<file path="src/rtl/nibble_serial_adder_pkg.sv">
// rtl/nibble_serial_adder_pkg.sv - shared state encoding and sizing helpers for the nibble-serial adder
package nibble_serial_adder_pkg;

    localparam int NIBBLE_W = 4;

    typedef enum logic [1:0] {
        ST_IDLE = 2'd0,
        ST_RUN  = 2'd1,
        ST_DONE = 2'd2
    } state_t;

    // Nibble counter width; never narrower than one bit.
    function automatic int cnt_width(input int nibbles);
        return (nibbles > 1) ? $clog2(nibbles) : 1;
    endfunction

endpackage

</file>
<file path="src/rtl/nibble_serial_adder_full_adder4.sv">
// rtl/nibble_serial_adder_full_adder4.sv - 4-bit carry-lookahead adder slice
module FullAdder4 (
    input  logic [3:0] a,
    input  logic [3:0] b,
    input  logic       carry_in,
    output logic [3:0] sum,
    output logic       carry_out
);

    logic [3:0] g;
    logic [3:0] p;
    logic [4:0] c;

    assign g = a & b;
    assign p = a ^ b;

    // All carries derived directly from generate/propagate terms.
    assign c[0] = carry_in;
    assign c[1] = g[0] | (p[0] & c[0]);
    assign c[2] = g[1] | (p[1] & g[0]) | (p[1] & p[0] & c[0]);
    assign c[3] = g[2] | (p[2] & g[1]) | (p[2] & p[1] & g[0]) | (p[2] & p[1] & p[0] & c[0]);
    assign c[4] = g[3] | (p[3] & g[2]) | (p[3] & p[2] & g[1]) | (p[3] & p[2] & p[1] & g[0])
                | (p[3] & p[2] & p[1] & p[0] & c[0]);

    assign sum       = p ^ c[3:0];
    assign carry_out = c[4];

endmodule

</file>
<file path="src/rtl/nibble_serial_adder.sv">
// rtl/nibble_serial_adder.sv - WIDTH-bit add/subtract using one 4-bit slice, one nibble per clock
module nibble_serial_adder
    import nibble_serial_adder_pkg::*;
#(
    parameter int WIDTH = 16
) (
    input  logic             Clock,
    input  logic             Reset,
    input  logic             Start,
    input  logic             Sub,
    input  logic             CarryIn,
    input  logic [WIDTH-1:0] A,
    input  logic [WIDTH-1:0] B,
    output logic             Ready,
    output logic             Busy,
    output logic             Done,
    output logic [WIDTH-1:0] Sum,
    output logic             CarryOut,
    output logic             Overflow
);

    localparam int NIBBLES = WIDTH / NIBBLE_W;
    localparam int CW      = cnt_width(NIBBLES);
    localparam logic [CW-1:0] LAST = CW'(NIBBLES - 1);

    state_t           state;
    state_t           next_state;
    logic [CW-1:0]    cnt;
    logic             carry;
    logic [WIDTH-1:0] op_a;
    logic [WIDTH-1:0] op_b;
    logic [3:0]       slice_sum;
    logic             slice_cout;
    logic             accept;

    assign Ready  = (state == ST_IDLE) || (state == ST_DONE);
    assign Busy   = (state == ST_RUN);
    assign Done   = (state == ST_DONE);
    assign accept = Start && Ready;

    FullAdder4 u_slice (
        .a         (op_a[cnt*NIBBLE_W +: NIBBLE_W]),
        .b         (op_b[cnt*NIBBLE_W +: NIBBLE_W]),
        .carry_in  (carry),
        .sum       (slice_sum),
        .carry_out (slice_cout)
    );

    always_ff @(posedge Clock or posedge Reset) begin
        if (Reset) begin
            state <= ST_IDLE;
        end else begin
            state <= next_state;
        end
    end

    always_comb begin
        next_state = state;
        case (state)
            ST_IDLE: if (Start) next_state = ST_RUN;
            ST_RUN:  if (cnt == LAST) next_state = ST_DONE;
            ST_DONE: next_state = Start ? ST_RUN : ST_IDLE;
            default: next_state = ST_IDLE;
        endcase
    end

    always_ff @(posedge Clock or posedge Reset) begin
        if (Reset) begin
            op_a     <= '0;
            op_b     <= '0;
            carry    <= 1'b0;
            cnt      <= '0;
            Sum      <= '0;
            CarryOut <= 1'b0;
            Overflow <= 1'b0;
        end else if (accept) begin
            // Subtraction is A + ~B + 1, so CarryOut=1 means no borrow.
            op_a     <= A;
            op_b     <= Sub ? ~B : B;
            carry    <= Sub ? 1'b1 : CarryIn;
            cnt      <= '0;
            CarryOut <= 1'b0;
            Overflow <= 1'b0;
        end else if (state == ST_RUN) begin
            Sum[cnt*NIBBLE_W +: NIBBLE_W] <= slice_sum;
            carry <= slice_cout;
            cnt   <= cnt + 1'b1;
            if (cnt == LAST) begin
                CarryOut <= slice_cout;
                Overflow <= (op_a[WIDTH-1] == op_b[WIDTH-1]) && (slice_sum[3] != op_a[WIDTH-1]);
            end
        end
    end

endmodule

</file>
<file path="config.mk">
export PLATFORM = sky130hd
export DESIGN_NAME = nibble_serial_adder
export DESIGN_NICKNAME = d
export VERILOG_FILES = /design/src/rtl/nibble_serial_adder_pkg.sv /design/src/rtl/nibble_serial_adder_full_adder4.sv /design/src/rtl/nibble_serial_adder.sv
export SDC_FILE = /design/constraint.sdc
export NUM_CORES = 1
export LEC_CHECK = 0
export CORE_MARGIN = 4
export CORE_UTILIZATION = 50
export DETAILED_ROUTE_END_ITERATION = 12
export GPL_TIMING_DRIVEN = 0
export HOLD_SLACK_MARGIN = 0.1
export MAX_ROUTING_LAYER = met4
export PLACE_DENSITY = 0.79
export SYNTH_ARGS = -nofsm -noshare
export SYNTH_HDL_FRONTEND = slang
export SYNTH_SLANG_ARGS = --single-unit
</file>
<file path="constraint.sdc">
create_clock -name Clock -period 3.75 [get_ports Clock]
set_input_delay 0.5625 -clock Clock [delete_from_list [all_inputs] [get_ports Clock]]
set_output_delay 0.5625 -clock Clock [all_outputs]
set_load 0.01 [all_outputs]
</file>
==> results of run 1 <==
[registers in the layout, indices dropped and copies added (netlist names)]
name and flops:
state 2, op_a 16, Overflow 1, Sum 16
cnt 2, op_b 16, CarryOut 1, carry 1
[report_power, final]
group          total (mW)  leakage, nW  internal (mW)  switching, mW
sequential           1.00        0.680          0.847          0.153
combinational        1.86        0.811          0.822           1.03
clock               0.327       0.0443          0.134          0.193
[final cells by class]
cell class	count	share of cell area (%)
Inverter	6	0.6812
Multi-Input combinational cell	183	36.54
Buffer	12	1.506
Tap cell	70	2.510
Timing Repair Buffer	57	16.64
Sequential cell	55	39.44
Clock inverter	3	0.7171
Clock buffer	5	1.972
[worst min path at each step]
stage	to	slack, ns	cells past startpoint
floorplan	op_a[10]	0.44	2
global placement	op_a[1]	0.46	2
detailed placement	op_a[14]	0.46	2
CTS	Sum[9]	0.49	2
global route	op_a[0]	0.50	2
finish	Sum[5]	0.48	2
[cells in the final DEF (no fill, tap or decap), types with 2 or more instances in the layout]
cell and n:
sky130_fd_sc_hd__a21oi_1 19, sky130_fd_sc_hd__nor2_1 21, sky130_fd_sc_hd__mux4_2 8, sky130_fd_sc_hd__clkdlybuf4s50_1 56
sky130_fd_sc_hd__nand3b_1 2, sky130_fd_sc_hd__nand3_1 2, sky130_fd_sc_hd__nor2b_1 2, sky130_fd_sc_hd__nand2_1 63
sky130_fd_sc_hd__dfrtp_1 55, sky130_fd_sc_hd__ha_1 11, sky130_fd_sc_hd__inv_1 4, sky130_fd_sc_hd__buf_2 6
sky130_fd_sc_hd__clkbuf_1 6, sky130_fd_sc_hd__o41ai_1 2, sky130_fd_sc_hd__a22o_1 9, sky130_fd_sc_hd__clkbuf_8 5
sky130_fd_sc_hd__a22o_2 4, sky130_fd_sc_hd__a21o_1 2, sky130_fd_sc_hd__o31ai_1 2, sky130_fd_sc_hd__clkinv_4 2
sky130_fd_sc_hd__xnor2_1 18, sky130_fd_sc_hd__o21ai_0 3
[stage by stage]
step	area, sq um	setup WS, ns	total power [mW]	hold WS [ns]	instances
6_report	3490	0.6596	3.182	0.4824	391
3_5_place_dp	3396	0.6442	2.872	0.4625	383
4_1_cts	3490	0.6116	3.218	0.4879	391
3_3_place_gp	3376	0.6566	2.819	0.4556	382
2_1_floorplan	2728	1.018	2.296	0.4403	256
5_1_grt	3490	0.4780	3.442	0.5038	391
[worst max-delay path: stages, from the launching register on]
cell,delay [ns]
sky130_fd_sc_hd__dfrtp_1,0.41
sky130_fd_sc_hd__buf_2,0.26
sky130_fd_sc_hd__buf_2,0.34
sky130_fd_sc_hd__mux4_2,0.61
sky130_fd_sc_hd__ha_1,0.35
sky130_fd_sc_hd__a211o_1,0.32
sky130_fd_sc_hd__a21o_1,0.20
sky130_fd_sc_hd__xor2_2,0.34
sky130_fd_sc_hd__a22o_2,0.20
[layer usage]
layer	vias to the layer above	GRT usage (%)
li1	1007	-
met1	972	24.64
met2	52	31.83
met3	9	4.386
met4	0	5.316
met5	-	-
[kinds of logic after synthesis]
group                      Yosys count  synth area share (%)
DFF                                 55                 50.46
muxes                                8                 6.605
buffers and inverters               18                 2.798
adders and majority gates           12                 5.780
xor gates and xnor gates            20                 6.697
and+or+nand+nor                     94                 14.77
AOI/OAI and AO/OA                   49                 12.89
==> run metrics, run 1 <==
status=completed; top cells by area, synth=sky130_fd_sc_hd__dfrtp_1 50%, sky130_fd_sc_hd__nand2_1 8.7%, sky130_fd_sc_hd__mux4_2 6.6%; Congestion Overflow GR=0; Max Fclk=323.6 MHz; vias in the first global route=2032; number of clock sinks seen by CTS=55; end of the critical path=Sum[3]; setup TNS after final layout=0 ns; cell type contributing the most total cell area after synthesis=sky130_fd_sc_hd__dfrtp_1; Worst R2R Start=cnt[0]; horizontal die dimension=81.86 um; Root Buffer Master=sky130_fd_sc_hd__clkbuf_8; Diodes inserted=0; DRT met1 WL=2423 um; Initial Utilization=52.40%; count leader, synth=sky130_fd_sc_hd__nand2_1; core footprint=between 5000 and 6000 sq um; number of placed I/O pins=between 50 and 60; post-CTS setup-driven buffer insertion count=0; wire length after detailed routing=about 5700 um; Final Slew Violations=0; hold bufs inserted after CTS=0; Row Count=26; DR iter-0 viols=74; largest net degree at the start of global routing=34; sequential-to-total area share from yosys stat=50.46%; number of synthesized flops with an enable pin=0; Async S/R FF share, synth=100.0%; total area of sequential cells=~1400 sq um; Resized cells post-CTS=0; Post-synth top cells=63 x sky130_fd_sc_hd__nand2_1, 55 x sky130_fd_sc_hd__dfrtp_1, 21 x sky130_fd_sc_hd__nor2_1; Global Route Usage Sum=about 20%; path depth of the worst reg2reg path=8; worst clock skew=0.01104 ns; critical path required time=4.00 ns; critical path startpoint=cnt[0]; die height=81.86 um; synthesis warning total=0; CTS tree=built; total die area=6701 sq um; gate count after technology mapping=256; Worst Hold Class=flop to flop; via density per instance=5.217; number of setup violations in the final report=0; maximum vdd ir drop=0.0004878 V; CTS H-tree depth=2; growth of design area from synthesis to finish=27.94%; Setup crit end kind=flop; post-detail-place hpwl=4371 um; total CTS buffers=5; worst hold start=Sum[5]; Avg Cell Area, Syn=10.65 sq um; cell area power density=911.9 nW/um^2; portion of the clock cycle consumed by the worst path in the final layout=82.41%; Worst Setup Start Kind=flop; type of the worst setup path=flop to flop; number of flip-flops and latches in the synthesized netlist=55; clock-pin slew of the registers on the worst-case setup and hold paths=0.09 ns; total of buffers placed on input and output ports=56; RSZ-0062 raised after global routing=no; core occupancy in the finished layout=67.04%; worst reg-to-reg setup slack=0.66 ns; Synth Flop Type=sky130_fd_sc_hd__dfrtp_1; summed instance area of the synthesized netlist=about 2700 sq um; Filler cells=417; post-route minimum period=3.090 ns; met2 wirelength from detailed routing=2933 um; residual antenna-violating net count after detailed routing=0; hold violation count in the final report=0; detailed-route wire length per cell=about 15 um; GPL Wtd Cong=0.8474; vias post-DR=between 2000 and 2500; Relative slew margins=53.93%; top sig layer=met4; Routed met3 length=265 um; total DRC errors in the routed layout=0; top-area cell type share of the netlist area=approximately half; total area of multi-input combinational cells=1275 sq um; max-cap violation count=0; r2r endpoint=Sum[3]; number of buffers on the longest clock path=2; first-pass GRT wire length=9577 um; number of nets in the final layout=369; Mapped Nets=about 300; initial antenna violation count=0; Crit Path Max Fanout=10; distinct cell type count of the synthesized netlist=35; layout cell share with drive strength beyond 1=11.21%; standby leakage power=1.535 nW; number of search-and-repair iterations in the first detailed-routing pass=4; Worst Tran Pin Value=0.6911 ns; Arr. time, crit path=3.34 ns; latest clock arrival within the worst-skew pair=0.31 ns
Note: power is estimated with default switching activity, not from simulation.
==> run 2, diff against run 1 <==
Clock period 3.75 ns to 3 ns, I/O delays scaled along.
==> run 2 against run 1 <==
Cell area increased by 0.29%. Wire length decreased by 2.2%. Clock power increased by 25%. First-iteration DRC count decreased by 15%. Largest power group unchanged.
==> run metrics, run 2 (synthesis gave the netlist of run 1 again) <==
Worst Tran Pin Value=0.5273 ns (-0.1638 ns); maximum vdd ir drop=0.0006610 V (+36%); die height=81.86 um (unchanged); Congestion Overflow GR=0 (unchanged); total of buffers placed on input and output ports=56 (unchanged); worst clock skew=0.01018 ns (-0.0008631 ns); total DRC errors in the routed layout=0 (unchanged); initial antenna violation count=0 (unchanged); CP bufs+invs=1 (-1); Sw Pwr=1.737 mW (+26%); residual antenna-violating net count after detailed routing=0 (unchanged); number of search-and-repair iterations in the first detailed-routing pass=5 (+1); type of the worst setup path=flop to flop; clock-pin slew of the registers on the worst-case setup and hold paths=0.09 ns (about the same); number of clock sinks seen by CTS=55 (unchanged); delay of the slowest cell on the worst path=0.61 ns (about the same); number of nets in the final layout=368 (-0.27%); Worst Hold Margin=0.4827 ns (+0.0003340 ns); worst path setup slack after routing=0.2060 ns (-0.4536 ns); portion of the clock cycle consumed by the worst path in the final layout=93.13% (+11 points); standby leakage power=1.536 nW (about the same); Filler cells=419 (+0.48%); total die area=6701 sq um (unchanged); internal power=2.288 mW (+27%); number of setup violations in the final report=0 (unchanged); number of buffers on the longest clock path=2 (unchanged); largest delay contributor family on the critical path=compound AO/OA/AOI/OAI gates; Initial Utilization=52.40% (unchanged); Worst Hold Class=flop to flop; Arr. time, crit path=2.99 ns (-0.35 ns); post-route minimum period=2.794 ns (-0.2964 ns); Setup crit end kind=flop; vias post-DR=2028 (-0.59%); Relative slew margins=64.85% (+11 points); commonest cells after routing, fill and taps aside=63 x sky130_fd_sc_hd__nand2_1, 56 x sky130_fd_sc_hd__clkdlybuf4s50_1, 55 x sky130_fd_sc_hd__dfrtp_1, 21 x sky130_fd_sc_hd__nor2_1, 19 x sky130_fd_sc_hd__a21oi_1; critical path required time=3.20 ns (-0.80 ns); switching portion of total power=43.16% (-0.18 points); first-pass GRT wire length=9570 um (about the same); most frequent standard cell in the layout excluding fill and tap cells=sky130_fd_sc_hd__nand2_1; Crit Path Max Fanout=15 (+5); detailed-route wire length per cell=14.26 um (-2.0%); crit path cell chain=clkbuf_4, mux4_2, ha_1, a211o_1, a21o_1, xor2_4, a22o_2; layout cell share with drive strength beyond 1=11.25% (+0.035 points); CTS tree=built; power share of the clock group=10.1% (-0.2 points); share of total power in sequential cells=31.0% (-0.4 points); horizontal die dimension=81.86 um (unchanged); Final Slew Violations=0 (unchanged); Diodes inserted=0 (unchanged); wire length after detailed routing=5563 um (-2.2%); final cell area excluding filler cells=3500 sq um (+0.29%); Max Fclk=357.9 MHz (+11%); cell with the biggest individual delay on the critical path=sky130_fd_sc_hd__mux4_2; Setup Slack @ Placement=-0.1058 ns (-0.7500 ns); status=completed; core footprint=5205 sq um (unchanged); CTS H-tree depth=2 (unchanged); vias in the first global route=2031 (-0.049%); latest clock arrival within the worst-skew pair=0.31 ns (about the same); Row Count=26 (unchanged); post-CTS setup-driven buffer insertion count=0 (unchanged); Root Buffer Master=sky130_fd_sc_hd__clkbuf_8; cell area power density=1150 nW/um^2 (+26%); Comb pwr share=58.8% (+0.5 points); Global Route Usage Sum=19.38% (-0.14 points); post-detail-place hpwl=4371 um (unchanged); via density per instance=5.200 (-0.33%); largest net degree at the start of global routing=34 (unchanged); growth of design area from synthesis to finish=28.30%; hold violation count in the final report=0 (unchanged); DR iter-0 viols=63 (-15%); number of placed I/O pins=58 (unchanged); registers with the most flip-flops=Sum x16, op_a x16, op_b x16; GPL Wtd Cong=0.8474 (unchanged); max-cap violation count=0 (unchanged); Post-Place Cell Area=3396 sq um (unchanged); core occupancy in the finished layout=67.24% (+0.19 points); total CTS buffers=5 (unchanged); RSZ-0062 raised after global routing=no; Worst Setup Start Kind=flop
-- run 2: stage by stage --
stage	total power, mW	TNS, ns	std cells
after global routing	4.364	0	390
after CTS	4.085	0	391
after floorplan	2.870	0	256
after detailed placement	3.589	-0.4578	383
final	4.025	0	390
after global placement	3.523	-0.3962	382
-- run 2: power groups by stage --
| stage | clock (mW) | sequential [mW] | combinational (mW) |
|---|---|---|---|
| 3_3_place_gp | 0 | 1.25 | 2.27 |
| 5_1_grt | 0.450 | 1.29 | 2.62 |
| 3_5_place_dp | 0 | 1.26 | 2.33 |
| 4_1_cts | 0.425 | 1.25 | 2.41 |
| 6_report | 0.408 | 1.25 | 2.37 |
| 2_1_floorplan | 0 | 1.25 | 1.62 |
-- run 2: layout make-up --
type                            instances  area (sq um)  share of cell area (%)
Buffer                                 11         51.30                   1.466
Clock buffer                            5         68.82                   1.966
Clock inverter                          3         25.02                  0.7151
Inverter                                6         23.77                  0.6793
Multi-Input combinational cell        183          1286                   36.75
Sequential cell                        55          1376                   39.33
Tap cell                               70         87.58                   2.503
Timing Repair Buffer                   57         580.6                   16.59
-- run 2: per-layer routing --
layer | vias up | global-route usage [%] | wire [um]
met5 | - | - | 0
met4 | 0 | 4.485 | 29
met3 | 6 | 3.838 | 275
met2 | 58 | 32.23 | 2838
li1 | 1004 | - | -
met1 | 960 | 24.57 | 2420
-- run 2: final timing paths --
path / from / to / slack [ns] / cells after the start
min in group asynchronous: Reset / Sum[11] / 0.49 / 2
setup / recovery: cnt[0] / Sum[3] / 0.21 / 7
setup reg to reg: cnt[0] / Sum[3] / 0.21 / 7
hold / removal: Sum[5] / Sum[5] / 0.48 / 2
max in group asynchronous: Reset / op_b[3] / 1.98 / 3
hold reg to reg: Sum[5] / Sum[5] / 0.48 / 2
-- run 2: repair_timing --
item / 4_1_cts / 5_1_grt
hold buffers: 0 / 0
setup endpoints to repair: 5 / 7
resized for setup: 3 / 1
endpoints found under the hold margin: 0 / 0
-- run 2: tightest hold or removal path: stages (launching register included) --
cell	delay [ns]
sky130_fd_sc_hd__dfrtp_1	0.35
sky130_fd_sc_hd__nand2_1	0.05
sky130_fd_sc_hd__o31ai_1	0.05
==> run 3, diff against run 2 <==
Settings changed: CTS_CLUSTER_DIAMETER set to 100.
==> results of run 3 <==
Same layout as run 2: the final DEF is identical, and so are final timing and power.
